**src/rtl/p0011_pkg.sv**
```systemverilog
// p0011_pkg: shared definitions for the Project Euler #11 solver.
//   GRID_N / RUN_LEN  grid side and number of adjacent cells per product
//   dir_e             scan direction of one candidate run
//   state_e           scan FSM states (3-bit, so illegal encodings exist)
//   P0011_ANSWER      known greatest product, for benches
package p0011_pkg;

    localparam int unsigned GRID_N   = 20;
    localparam int unsigned RUN_LEN  = 4;
    localparam int unsigned CELLS    = GRID_N * GRID_N;
    localparam int unsigned IDX_W    = $clog2(GRID_N);
    localparam int unsigned ADDR_W   = $clog2(CELLS);
    localparam int unsigned VAL_W    = 7;
    localparam int unsigned PAIR_W   = 2 * VAL_W;
    localparam int unsigned PROD_W   = 4 * VAL_W;
    localparam int unsigned RESULT_W = 32;

    localparam logic [RESULT_W-1:0] P0011_ANSWER = 32'd70600674;

    typedef enum logic [1:0] {
        RIGHT   = 2'd0,
        DOWN    = 2'd1,
        DIAG_DR = 2'd2,
        DIAG_DL = 2'd3
    } dir_e;

    typedef enum logic [2:0] {
        IDLE  = 3'd0,
        SCAN  = 3'd1,
        DRAIN = 3'd2,
        DONE  = 3'd3,
        ERR   = 3'd4
    } state_e;

endpackage

```
**src/rtl/p0011_if.sv**
```systemverilog
// p0011_if: observation bus of the solver.
//   result  32-bit running maximum, final answer while done=1
//   done    scan finished (sticky until reset)
//   error   watchdog expiry or illegal FSM state (sticky until reset)
// master = solver side (drives), slave = observer side.
interface p0011_if;
    import p0011_pkg::*;

    logic [RESULT_W-1:0] result;
    logic                done;
    logic                error;

    modport master (output result, done, error);
    modport slave  (input  result, done, error);

endinterface

```
**src/rtl/p0011_grid_rom.sv**
```systemverilog
// p0011_grid_rom: constant 20x20 problem grid, row-major (addr = row*20+col),
// values 00..99 in 7 bits.
//   addr_i  RUN_LEN packed read addresses (9 bits each)
//   data_o  RUN_LEN combinational read data; addresses past the grid read 0
module p0011_grid_rom
    import p0011_pkg::*;
(
    input  logic [RUN_LEN-1:0][ADDR_W-1:0] addr_i,
    output logic [RUN_LEN-1:0][VAL_W-1:0]  data_o
);

    localparam logic [ADDR_W-1:0] CELL_END = ADDR_W'(CELLS);

    localparam logic [VAL_W-1:0] GRID [CELLS] = '{
        7'd08, 7'd02, 7'd22, 7'd97, 7'd38, 7'd15, 7'd00, 7'd40, 7'd00, 7'd75, 7'd04, 7'd05, 7'd07, 7'd78, 7'd52, 7'd12, 7'd50, 7'd77, 7'd91, 7'd08,
        7'd49, 7'd49, 7'd99, 7'd40, 7'd17, 7'd81, 7'd18, 7'd57, 7'd60, 7'd87, 7'd17, 7'd40, 7'd98, 7'd43, 7'd69, 7'd48, 7'd04, 7'd56, 7'd62, 7'd00,
        7'd81, 7'd49, 7'd31, 7'd73, 7'd55, 7'd79, 7'd14, 7'd29, 7'd93, 7'd71, 7'd40, 7'd67, 7'd53, 7'd88, 7'd30, 7'd03, 7'd49, 7'd13, 7'd36, 7'd65,
        7'd52, 7'd70, 7'd95, 7'd23, 7'd04, 7'd60, 7'd11, 7'd42, 7'd69, 7'd24, 7'd68, 7'd56, 7'd01, 7'd32, 7'd56, 7'd71, 7'd37, 7'd02, 7'd36, 7'd91,
        7'd22, 7'd31, 7'd16, 7'd71, 7'd51, 7'd67, 7'd63, 7'd89, 7'd41, 7'd92, 7'd36, 7'd54, 7'd22, 7'd40, 7'd40, 7'd28, 7'd66, 7'd33, 7'd13, 7'd80,
        7'd24, 7'd47, 7'd32, 7'd60, 7'd99, 7'd03, 7'd45, 7'd02, 7'd44, 7'd75, 7'd33, 7'd53, 7'd78, 7'd36, 7'd84, 7'd20, 7'd35, 7'd17, 7'd12, 7'd50,
        7'd32, 7'd98, 7'd81, 7'd28, 7'd64, 7'd23, 7'd67, 7'd10, 7'd26, 7'd38, 7'd40, 7'd67, 7'd59, 7'd54, 7'd70, 7'd66, 7'd18, 7'd38, 7'd64, 7'd70,
        7'd67, 7'd26, 7'd20, 7'd68, 7'd02, 7'd62, 7'd12, 7'd20, 7'd95, 7'd63, 7'd94, 7'd39, 7'd63, 7'd08, 7'd40, 7'd91, 7'd66, 7'd49, 7'd94, 7'd21,
        7'd24, 7'd55, 7'd58, 7'd05, 7'd66, 7'd73, 7'd99, 7'd26, 7'd97, 7'd17, 7'd78, 7'd78, 7'd96, 7'd83, 7'd14, 7'd88, 7'd34, 7'd89, 7'd63, 7'd72,
        7'd21, 7'd36, 7'd23, 7'd09, 7'd75, 7'd00, 7'd76, 7'd44, 7'd20, 7'd45, 7'd35, 7'd14, 7'd00, 7'd61, 7'd33, 7'd97, 7'd34, 7'd31, 7'd33, 7'd95,
        7'd78, 7'd17, 7'd53, 7'd28, 7'd22, 7'd75, 7'd31, 7'd67, 7'd15, 7'd94, 7'd03, 7'd80, 7'd04, 7'd62, 7'd16, 7'd14, 7'd09, 7'd53, 7'd56, 7'd92,
        7'd16, 7'd39, 7'd05, 7'd42, 7'd96, 7'd35, 7'd31, 7'd47, 7'd55, 7'd58, 7'd88, 7'd24, 7'd00, 7'd17, 7'd54, 7'd24, 7'd36, 7'd29, 7'd85, 7'd57,
        7'd86, 7'd56, 7'd00, 7'd48, 7'd35, 7'd71, 7'd89, 7'd07, 7'd05, 7'd44, 7'd44, 7'd37, 7'd44, 7'd60, 7'd21, 7'd58, 7'd51, 7'd54, 7'd17, 7'd58,
        7'd19, 7'd80, 7'd81, 7'd68, 7'd05, 7'd94, 7'd47, 7'd69, 7'd28, 7'd73, 7'd92, 7'd13, 7'd86, 7'd52, 7'd17, 7'd77, 7'd04, 7'd89, 7'd55, 7'd40,
        7'd04, 7'd52, 7'd08, 7'd83, 7'd97, 7'd35, 7'd99, 7'd16, 7'd07, 7'd97, 7'd57, 7'd32, 7'd16, 7'd26, 7'd26, 7'd79, 7'd33, 7'd27, 7'd98, 7'd66,
        7'd88, 7'd36, 7'd68, 7'd87, 7'd57, 7'd62, 7'd20, 7'd72, 7'd03, 7'd46, 7'd33, 7'd67, 7'd46, 7'd55, 7'd12, 7'd32, 7'd63, 7'd93, 7'd53, 7'd69,
        7'd04, 7'd42, 7'd16, 7'd73, 7'd38, 7'd25, 7'd39, 7'd11, 7'd24, 7'd94, 7'd72, 7'd18, 7'd08, 7'd46, 7'd29, 7'd32, 7'd40, 7'd62, 7'd76, 7'd36,
        7'd20, 7'd69, 7'd36, 7'd41, 7'd72, 7'd30, 7'd23, 7'd88, 7'd34, 7'd62, 7'd99, 7'd69, 7'd82, 7'd67, 7'd59, 7'd85, 7'd74, 7'd04, 7'd36, 7'd16,
        7'd20, 7'd73, 7'd35, 7'd29, 7'd78, 7'd31, 7'd90, 7'd01, 7'd74, 7'd31, 7'd49, 7'd71, 7'd48, 7'd86, 7'd81, 7'd16, 7'd23, 7'd57, 7'd05, 7'd54,
        7'd01, 7'd70, 7'd54, 7'd71, 7'd83, 7'd51, 7'd54, 7'd69, 7'd16, 7'd92, 7'd33, 7'd48, 7'd61, 7'd43, 7'd52, 7'd01, 7'd89, 7'd19, 7'd67, 7'd48
    };

    for (genvar k = 0; k < RUN_LEN; k++) begin : g_port
        assign data_o[k] = (addr_i[k] < CELL_END) ? GRID[addr_i[k]] : '0;
    end

endmodule

```
**src/rtl/p0011.sv**
```systemverilog
// p0011: self-running Project Euler #11 solver. Scans every (row, col, dir)
// candidate of the grid ROM, one per cycle, through a 3-stage product
// pipeline and keeps the greatest product of RUN_LEN adjacent cells.
//   clk  system clock
//   rst  synchronous active-high reset, restarts the scan
//   bus  p0011_if.master: result (running max), done, error (both sticky)
// MAX_CYCLES: watchdog limit in cycles from reset release to done.
module p0011
    import p0011_pkg::*;
#(
    parameter int unsigned MAX_CYCLES = 4096
) (
    input  logic    clk,
    input  logic    rst,
    p0011_if.master bus
);

    localparam logic [IDX_W-1:0] LAST_IDX   = IDX_W'(GRID_N - 1);
    localparam logic [IDX_W-1:0] LAST_START = IDX_W'(GRID_N - RUN_LEN);
    localparam logic [IDX_W-1:0] FIRST_DL   = IDX_W'(RUN_LEN - 1);
    localparam logic [1:0]       DRAIN_LAST = 2'd2;
    localparam logic [31:0]      WD_LAST    = 32'(MAX_CYCLES - 1);

    state_e              state_q;
    logic [IDX_W-1:0]    row_q;
    logic [IDX_W-1:0]    col_q;
    dir_e                dir_q;
    logic [1:0]          drain_q;
    logic [31:0]         cyc_q;
    logic                done_q;
    logic                error_q;
    logic [RESULT_W-1:0] result_q;

    logic                           s1_v_q;
    logic [RUN_LEN-1:0][VAL_W-1:0]  s1_val_q;
    logic                           s2_v_q;
    logic [PAIR_W-1:0]              pair_lo_d, pair_hi_d;
    logic [PAIR_W-1:0]              pair_lo_q, pair_hi_q;
    logic [PROD_W-1:0]              prod_d;

    logic [ADDR_W-1:0]              base_addr;
    logic [ADDR_W-1:0]              stride;
    logic [RUN_LEN-1:0][ADDR_W-1:0] rd_addr;
    logic [RUN_LEN-1:0][VAL_W-1:0]  rd_data;
    logic                           in_bounds;
    logic                           issue_valid;
    logic                           last_cand;
    logic                           running;
    logic                           wd_hit;
    logic                           drain_exit;
    logic                           upd_en;

    // Candidate address generation: cell k of the run sits k strides from
    // the start cell. Out-of-grid runs still issue (valid=0) so the scan
    // length does not depend on the grid contents.
    always_comb begin
        stride    = '0;
        in_bounds = 1'b0;
        base_addr = ADDR_W'(row_q) * ADDR_W'(GRID_N) + ADDR_W'(col_q);
        case (dir_q)
            RIGHT: begin
                stride    = ADDR_W'(1);
                in_bounds = (col_q <= LAST_START);
            end
            DOWN: begin
                stride    = ADDR_W'(GRID_N);
                in_bounds = (row_q <= LAST_START);
            end
            DIAG_DR: begin
                stride    = ADDR_W'(GRID_N + 1);
                in_bounds = (row_q <= LAST_START) && (col_q <= LAST_START);
            end
            DIAG_DL: begin
                stride    = ADDR_W'(GRID_N - 1);
                in_bounds = (row_q <= LAST_START) && (col_q >= FIRST_DL);
            end
            default: begin
                stride    = '0;
                in_bounds = 1'b0;
            end
        endcase
        for (int unsigned k = 0; k < RUN_LEN; k++) begin
            rd_addr[k] = base_addr + stride * ADDR_W'(k);
        end
        issue_valid = (state_q == SCAN) && in_bounds;
        last_cand   = (row_q == LAST_IDX) && (col_q == LAST_IDX) && (dir_q == DIAG_DL);
    end

    p0011_grid_rom u_rom (
        .addr_i (rd_addr),
        .data_o (rd_data)
    );

    assign running    = (state_q == IDLE) || (state_q == SCAN) || (state_q == DRAIN);
    assign wd_hit     = (cyc_q == WD_LAST);
    assign drain_exit = (state_q == DRAIN) && (drain_q == DRAIN_LAST);

    always_ff @(posedge clk) begin
        if (rst) begin
            state_q <= IDLE;
            row_q   <= '0;
            col_q   <= '0;
            dir_q   <= RIGHT;
            drain_q <= '0;
            cyc_q   <= '0;
            done_q  <= 1'b0;
            error_q <= 1'b0;
        end else begin
            if (running) begin
                cyc_q <= cyc_q + 32'd1;
            end
            case (state_q)
                IDLE: state_q <= SCAN;
                SCAN: begin
                    if (last_cand) begin
                        state_q <= DRAIN;
                        drain_q <= '0;
                    end else if (dir_q == DIAG_DL) begin
                        dir_q <= RIGHT;
                        if (col_q == LAST_IDX) begin
                            col_q <= '0;
                            row_q <= row_q + IDX_W'(1);
                        end else begin
                            col_q <= col_q + IDX_W'(1);
                        end
                    end else begin
                        dir_q <= dir_e'(dir_q + 2'd1);
                    end
                end
                DRAIN: begin
                    if (drain_q == DRAIN_LAST) begin
                        state_q <= DONE;
                        done_q  <= 1'b1;
                    end else begin
                        drain_q <= drain_q + 2'd1;
                    end
                end
                DONE: state_q <= DONE;
                ERR:  state_q <= ERR;
                default: begin
                    state_q <= ERR;
                    error_q <= 1'b1;
                    done_q  <= 1'b0;
                end
            endcase
            // Watchdog overrides the case above; completing on the same
            // edge counts as finishing in time.
            if (running && wd_hit && !drain_exit) begin
                state_q <= ERR;
                error_q <= 1'b1;
                done_q  <= 1'b0;
            end
        end
    end

    assign pair_lo_d = PAIR_W'(s1_val_q[0]) * PAIR_W'(s1_val_q[1]);
    assign pair_hi_d = PAIR_W'(s1_val_q[2]) * PAIR_W'(s1_val_q[3]);
    assign prod_d    = PROD_W'(pair_lo_q) * PROD_W'(pair_hi_q);

    // Strictly greater keeps the earlier value on ties; updates are only
    // accepted while scanning/draining so result freezes in DONE and ERR.
    assign upd_en = s2_v_q && ((state_q == SCAN) || (state_q == DRAIN))
                    && (RESULT_W'(prod_d) > result_q);

    always_ff @(posedge clk) begin
        if (rst) begin
            s1_v_q    <= 1'b0;
            s1_val_q  <= '0;
            s2_v_q    <= 1'b0;
            pair_lo_q <= '0;
            pair_hi_q <= '0;
            result_q  <= '0;
        end else begin
            s1_v_q    <= issue_valid;
            s1_val_q  <= rd_data;
            s2_v_q    <= s1_v_q;
            pair_lo_q <= pair_lo_d;
            pair_hi_q <= pair_hi_d;
            if (upd_en) begin
                result_q <= RESULT_W'(prod_d);
            end
        end
    end

    assign bus.result = result_q;
    assign bus.done   = done_q;
    assign bus.error  = error_q;

endmodule

```
**src/flat_wrapper.sv**
```systemverilog
// flat-port wrapper written by rule: the top's interface ports become plain ports
module p0011_flat import p0011_pkg::*;
#(
    parameter int unsigned MAX_CYCLES = 4096
)
  (clk, rst, bus_result, bus_done, bus_error);
  p0011_if bus_i ();
  input  logic clk;
  input  logic rst;
  output wire logic [$bits(bus_i.result)-1:0] bus_result;
  output wire logic [$bits(bus_i.done)-1:0] bus_done;
  output wire logic [$bits(bus_i.error)-1:0] bus_error;
  assign bus_result = bus_i.result;
  assign bus_done = bus_i.done;
  assign bus_error = bus_i.error;
  p0011 #(.MAX_CYCLES(MAX_CYCLES)) u_core (.clk(clk), .rst(rst), .bus(bus_i));
endmodule
```
**config.mk**
```make
export PLATFORM = sky130hd
export DESIGN_NAME = p0011_flat
export DESIGN_NICKNAME = d
export VERILOG_FILES = /design/src/rtl/p0011_pkg.sv /design/src/rtl/p0011_if.sv /design/src/rtl/p0011_grid_rom.sv /design/src/rtl/p0011.sv /design/src/flat_wrapper.sv
export SDC_FILE = /design/constraint.sdc
export NUM_CORES = 2
export LEC_CHECK = 0
export ABC_AREA = 1
export CAP_MARGIN = 10
export CORE_MARGIN = 4
export CORE_UTILIZATION = 25
export CTS_BUF_LIST = sky130_fd_sc_hd__clkbuf_16
export DETAILED_ROUTE_END_ITERATION = 12
export GPL_TIMING_DRIVEN = 0
export MAX_ROUTING_LAYER = met4
export PLACE_DENSITY_LB_ADDON = 0.08
export SKIP_LAST_GASP = 1
export SYNTH_ARGS = -nofsm -noshare
export SYNTH_HDL_FRONTEND = slang
export SYNTH_SLANG_ARGS = --single-unit
```
**constraint.sdc**
```tcl
create_clock -name clk -period 13.45 [get_ports clk]
set_clock_uncertainty 0.05 [all_clocks]
set_input_delay 2.69 -clock clk [delete_from_list [all_inputs] [get_ports clk]]
set_output_delay 2.69 -clock clk [all_outputs]
set_load 0.005 [all_outputs]
```
**Word level (Yosys, flattened, before mapping)**

Memory sizes are Yosys's and may differ from the RTL's. A register that Yosys moved wholly into a read port is not among the register bits.
Cells that the tools add are included.

- Equal/unequal tests: 17
- Add/subtract/negate cells: 9
- Order comparisons: 8
- Bitwise operators: 10
- $mul: 5
- Reduce and logical (&&, ||, !) cells: 31
- Multiplexer cells: 15

Operator list:

| kind | number |
|---|---|
| $not 9->10 | 4 |
| $lt 9x9->1 const B | 4 |
| $pmux 9 s4 | 1 |
| $add 32x1->32 const B | 1 |
| $eq 32x12->1 const B | 1 |
| $gt 28x28->1 | 1 |
| $mul 14x14->28 | 1 |
| $mul 7x7->14 | 2 |
| $add 9x9->9 | 3 |
| $pmux 3 s4 | 1 |
| $add 5x1->5 const B | 2 |
| $eq 5x5->1 const B | 2 |
| $le 5x5->1 const B | 2 |
| $logic_and 1x1->1 | 10 |
| $reduce_or 2->1 | 5 |
| $add 9x5->9 | 1 |
| $mul 9x2->9 const B | 1 |
| $mux 3 | 3 |
| $reduce_and 2->1 | 4 |
| $mul 5x3->7 const B | 1 |
| $eq 2x2->1 const B | 3 |
| $eq 3x2->1 const B | 2 |
| $mux 2 | 3 |
| $not 1->1 | 6 |
| 23 further kinds | 31 |

- Word-level logic and storage cells: 113
- Output and inout port bits: 34
- ROM bits: 14336
- Flip-flop bits (word level): 109
- Memories: 4
- Input bits: 2

Memories:

| memory | depth | width | read ports | clocked after memory_dff | write ports | line | source |
|---|---|---|---|---|---|---|---|
| (no name shown) | 512 | 7 | 1 | 1 | 0 | p0011_grid_rom.sv:38 | `assign data_o[k] = (addr_i[k] < CELL_END) ? GRID[addr_i[k]] : '0;` |
| (no name shown) | 512 | 7 | 1 | 1 | 0 | p0011_grid_rom.sv:38 |  |
| (no name shown) | 512 | 7 | 1 | 1 | 0 | p0011_grid_rom.sv:38 |  |
| (no name shown) | 512 | 7 | 1 | 1 | 0 | p0011_grid_rom.sv:38 |  |

**Longest topological paths before layout**

- Depth after elaboration: 7
- Depth in mapped cells: 38

**Modules after synthesis**

From an unflattened synthesis, not the netlist that was laid out.

- Cell total of the unflattened synthesis: 5662
- Area total of the unflattened synthesis: 32346.0 um^2

Modules (own cells, without submodules):

| module | seq. area each (um^2) | times used | cells an instance | area each (um^2) |
|---|---|---|---|---|
| p0011 | 2742.6 | 1 | 2530 | 17885.9 |
| p0011_grid_rom | 0.0 | 1 | 3132 | 14460.1 |

**Worst setup path after synthesis**

Ideal clock, no wire load.

- Kind: reg-to-reg
- Start: register u_core.pair_hi_q[2]
- End: register u_core.result_q[1], in the netlist u_core.bus.result[1]
- Clock period less this slack: 6.720 ns
- Data required time: 13.335 ns
- Setup time: 0.065 ns
- Cell stages (with the launch flop): 34
- Buffers on the path: 2
- Arrival: 6.606 ns
- Slack: 6.730 ns
- Cell sequence: dfxtp_1 > clkbuf_1 > nand2_1 > inv_1 > fa_1 > inv_1 > fa_1 > inv_1 > fa_1 > inv_1 > fa_1 > inv_1 > fa_1 > inv_1 > fa_1 > inv_1 > ha_1 > nand2_1 > inv_1 > nand3_1 > o21ai_0 > nand3_1 > o21ai_0 > xor2_1 > ha_1 > nand2_1 > nor2_1 > nand4_1 > nor4_1 > a31oi_1 > nand2_1 > clkbuf_1 > o21ai_0 > nor2_1

- Longest elaborated chain between the ends: 3

Ends and longest elaborated chain:

| item | line | source |
|---|---|---|
| start, declared | p0011.sv:38 | `logic [PAIR_W-1:0] pair_lo_q, pair_hi_q;` |
| start signal, assigned | p0011.sv:178 | `pair_hi_q <= pair_hi_d;` |
| $mul 14x14->28 | p0011.sv:158 | `assign prod_d = PROD_W'(pair_lo_q) * PROD_W'(pair_hi_q);` |
| net u_core.prod_d[27] | p0011.sv:39 | `logic [PROD_W-1:0] prod_d;` |
| $gt 28x28->1 | p0011.sv:163 | `&& (RESULT_W'(prod_d) > result_q);` |
| $logic_and 1x1->1 | p0011.sv:163 |  |
| end signal, assigned | p0011.sv:180 | `result_q <= RESULT_W'(prod_d);` |
| end, declared | p0011.sv:32 | `logic [RESULT_W-1:0] result_q;` |

The timed path passes the listed nets, and every way through them passes these cells.
A chain may end at the register's enable or synchronous reset.

**Worst setup path after layout**

- Start: register u_core.pair_lo_q[7]
- End: register u_core.result_q[5], in the netlist u_core.bus.result[5]

- Longest elaborated chain between the ends: 3

Ends and longest elaborated chain:

| item | line | source |
|---|---|---|
| start, declared | p0011.sv:38 |  |
| start signal, assigned | p0011.sv:177 | `pair_lo_q <= pair_lo_d;` |
| $mul 14x14->28 | p0011.sv:158 |  |
| net u_core.prod_d[27] | p0011.sv:39 |  |
| $gt 28x28->1 | p0011.sv:163 |  |
| $logic_and 1x1->1 | p0011.sv:163 |  |

The timed path passes the listed nets, and every way through them passes these cells.

==> impl_metrics.env <==
export IMPL_cts_htree_levels=4
export IMPL_cap_violations=0
export IMPL_timing_critical_path_to_type="register"
export IMPL_grt_use_met1_pct=38.6
export IMPL_routed_via_count=40190
export IMPL_io_pins=36
export IMPL_grt_overflow=0
export IMPL_vias_per_cell=5.64
export IMPL_timing_max_slew_rel_slack_pct=13.0
export IMPL_detail_route_first_pass_iterations=7
export IMPL_clk_pin_slew_ns=0.07
export IMPL_min_delay_path_class="reg -> reg"
export IMPL_critical_path_most_common_cell="sky130_fd_sc_hd__fa_1"
export IMPL_worstSetupPathType="reg -> reg"
export IMPL_critPathTopFamily="adder cells"
export IMPL_finish_net_count=5930
export IMPL_setup_viol=0
export IMPL_post_dp_hpwl_mm=163
export IMPL_critPathArrivalTime_ns=8.99
export IMPL_antenna_found_initial=2
export IMPL_fin_setup_tns_ns=0
export IMPL_grt_usage_pct=31.8
export IMPL_cellLeakagePower_uw=0.0183
export IMPL_synthesis_instances=5413
export IMPL_total_cts_buffers=17
export IMPL_die_width_um=365
export IMPL_timing_critical_path_slowest_stage_cell="sky130_fd_sc_hd__clkbuf_1"
export IMPL_pins_over_slew_limit=0
export IMPL_synth_common_cells="sky130_fd_sc_hd__nand2_1 (1,539), sky130_fd_sc_hd__nand3_1 (836), sky130_fd_sc_hd__inv_1 (713), sky130_fd_sc_hd__o21ai_0 (382), sky130_fd_sc_hd__nor2_1 (376)"
export IMPL_yosysMostFrequentCell="sky130_fd_sc_hd__nand2_1"
export IMPL_synth_area_leaders="sky130_fd_sc_hd__nand2_1 (18%), sky130_fd_sc_hd__nand3_1 (13%), sky130_fd_sc_hd__fa_1 (12%)"
export IMPL_worstSetupStartpointType="register"
export IMPL_last_weighted_congestion_value_of_the_routability_driven_placer=1.06
export IMPL_drc=0
export IMPL_proportion_of_synthesized_chip_area_in_sequential_cells_pct=8.62
export IMPL_ctsHoldBuffers=0
export IMPL_grt_setup_unrepaired="no"
export IMPL_layout_cell_share_with_drive_strength_beyond_1_pct=5.88
export IMPL_grt_use_met2_pct=49.5
export IMPL_clock_tree_buffer_depth=2
export IMPL_fmax_mhz=116
export IMPL_design_die_area_um2=133000
export IMPL_preCtsSetupSlack_ns=4.80
export IMPL_clkSinkCount=137
export IMPL_sum_of_routed_wire_length_over_all_layers_mm=211
export IMPL_ys_async_sr_fraction_pct=0
export IMPL_synth_area_leader_cell="sky130_fd_sc_hd__nand2_1"
export IMPL_critical_path_max_fanout=10
export IMPL_drt_iter0_markers=4836
export IMPL_synthToLayoutAreaGrowth_pct=9.22
export IMPL_fin_util_pct=27.6
export IMPL_synth_cell_area_um2=31800
export IMPL_global_route_wire_length_before_repair_mm=297
export IMPL_postCtsSetupBuffers=0
export IMPL_busiest_layer="met2"
export IMPL_post_dp_cell_area_um2=34200
export IMPL_synth_warnings=0
export IMPL_post_cts_resized=0
export IMPL_final_area_um2=34800
export IMPL_yosys_area_top_type_share_pct=18.1
export IMPL_grt_pass1_vias=39903
export IMPL_final_hold_violating_endpoints=0
export IMPL_power_per_cell_area_nw_per_um2=140
export IMPL_dominantRegCellSynth="sky130_fd_sc_hd__dfxtp_1"
export IMPL_rows=130
export IMPL_avgSynthCellArea_um2=5.88
export IMPL_tritoncts="yes"
export IMPL_status="completed"
export IMPL_period_needed_ns=8.63
export IMPL_core_area_um2=126000
export IMPL_worstPathRequired_ns=13.81
export IMPL_grt_start_max_net_pins=24
export IMPL_root_buffer="sky130_fd_sc_hd__clkbuf_16"
export IMPL_wl_per_cell_um=29.6
export IMPL_critical_path_buf_inv_count=5
export IMPL_clk_latency_ns=0.47
export IMPL_grt_use_met3_pct=4.38
export IMPL_r2r_slack_ns=4.82
export IMPL_initial_utilization_pct=25.3
export IMPL_synth_enable_flop_cells=0
export IMPL_synth_cell_types=65
export IMPL_setup_slack_ns=4.82
export IMPL_final_period_utilization_pct=64.2
export IMPL_ant_nets=0
export IMPL_ir_drop_mv=0.122
export IMPL_floorplan_die_height_um=365
export IMPL_worst_slew_pin_slew_ns=1.30
export IMPL_crit_path_max_incr_delay_ns=0.68
export IMPL_total_power_uw=4870
export IMPL_synth_ff_latch_count=137
export IMPL_numPortBuffers=31
==> worst paths after layout <==
| path | depth (start not counted) | endpoint | start |
|---|---|---|---|
| max reg2reg | 28 | u_core.bus.result[5] | u_core.pair_lo_q[7] |
| min reg2reg | 2 | u_core.s2_v_q | u_core.s1_v_q |
| min | 2 | u_core.s2_v_q | u_core.s1_v_q |
| max | 28 | u_core.bus.result[5] | u_core.pair_lo_q[7] |
==> sequential cells by signal, indices dropped and copies added, names as in the netlist <==
register / flops
u_core.cyc_q: 32
u_core.bus.done: 1
u_core.state_q: 3
u_core.s1_val_q: 28
u_core.row_q: 5
u_core.col_q: 5
u_core.bus.result: 28
u_core.s1_v_q: 1
u_core.dir_q: 2
u_core.s2_v_q: 1
u_core.drain_q: 2
u_core.pair_lo_q: 14
u_core.pair_hi_q: 14
u_core.bus.error: 1
==> kinds of logic (layout without fill, tap and decap cells) <==
logic type      count (synthesis)  count (layout)  share of synthesized area, %
buf+inv                      1017            1080                          13.3
compound gates                808             808                          14.0
xor+xnor                       38              38                          1.36
flops                         137             137                          8.62
fa+ha+maj                     462             462                          22.7
simple gates                 2950            2950                          40.0
other cells                     1               7                        0.0118
==> report_power, final <==
| part | leakage, µW | internal (µW) | switching [µW] |
|---|---|---|---|
| Combinational | 0.0169 | 924 | 2940 |
| Clock | 0.000259 | 237 | 204 |
| Sequential | 0.00111 | 457 | 107 |
==> cells in the final DEF (no fill, tap or decap), types with 6 or more instances in the layout <==
master	n
sky130_fd_sc_hd__xnor2_1	12
sky130_fd_sc_hd__buf_6	9
sky130_fd_sc_hd__fa_1	194
sky130_fd_sc_hd__nor2_2	11
sky130_fd_sc_hd__nor3_1	33
sky130_fd_sc_hd__buf_4	36
sky130_fd_sc_hd__a21o_1	6
sky130_fd_sc_hd__a31oi_1	23
sky130_fd_sc_hd__o21a_1	10
sky130_fd_sc_hd__nand2_1	1539
sky130_fd_sc_hd__clkbuf_16	17
sky130_fd_sc_hd__buf_2	146
sky130_fd_sc_hd__o221ai_1	6
sky130_fd_sc_hd__nor4_1	9
sky130_fd_sc_hd__clkbuf_1	76
sky130_fd_sc_hd__nand4_1	74
sky130_fd_sc_hd__dfxtp_1	137
sky130_fd_sc_hd__o2111ai_1	13
sky130_fd_sc_hd__buf_1	11
sky130_fd_sc_hd__nand3b_1	11
sky130_fd_sc_hd__nor2_4	6
sky130_fd_sc_hd__a21oi_1	233
sky130_fd_sc_hd__inv_1	714
sky130_fd_sc_hd__o21ai_0	382
sky130_fd_sc_hd__xor2_1	20
sky130_fd_sc_hd__clkdlybuf4s50_1	31
sky130_fd_sc_hd__nor2_1	376
sky130_fd_sc_hd__nand3_2	6
sky130_fd_sc_hd__o21ai_1	27
sky130_fd_sc_hd__inv_2	22
sky130_fd_sc_hd__nand2_2	23
sky130_fd_sc_hd__o211ai_1	76
sky130_fd_sc_hd__ha_1	268
sky130_fd_sc_hd__nand3_1	836
==> metrics by stage <==
step	hold WS [ns]	cells
final	0.374	7132
after global routing	0.408	7131
after CTS	0.385	7129
after detailed placement	0.385	7097
after global placement	0.388	7097
after floorplan	0.338	5416
==> final cells by class <==
type / instances / area (µm²)
diodes: 3 / 7.51
multi-input cells: 4262 / 24900
fillers: 14769 / 91300
inverters: 737 / 2770
clock inverters: 15 / 115
plain buffers: 280 / 1450
repair buffers: 31 / 310
clock buffers: 17 / 425
well taps: 1650 / 2060
flip-flops and latches: 137 / 2740
==> worst reg2reg max path: cells and delay by family (launching register included) <==
family | cells | cell delay [ns]
adder cells (fa/ha/maj) | 8 | 3.71
AND/OR/NAND/NOR | 7 | 1.61
AO/OA/AOI/OAI | 7 | 1.27
buffers and inverters | 5 | 1.25
flip-flops | 1 | 0.49
XOR/XNOR | 1 | 0.18
==> per-layer routing <==
layer | share of wire (%) | vias to the layer above
li1 | - | 17739
met3 | 7.2 | 862
met1 | 41 | 19258
met4 | 8.0 | 0
met5 | 0 | -
met2 | 44 | 2331
Note: power is estimated with default switching activity, not from simulation.
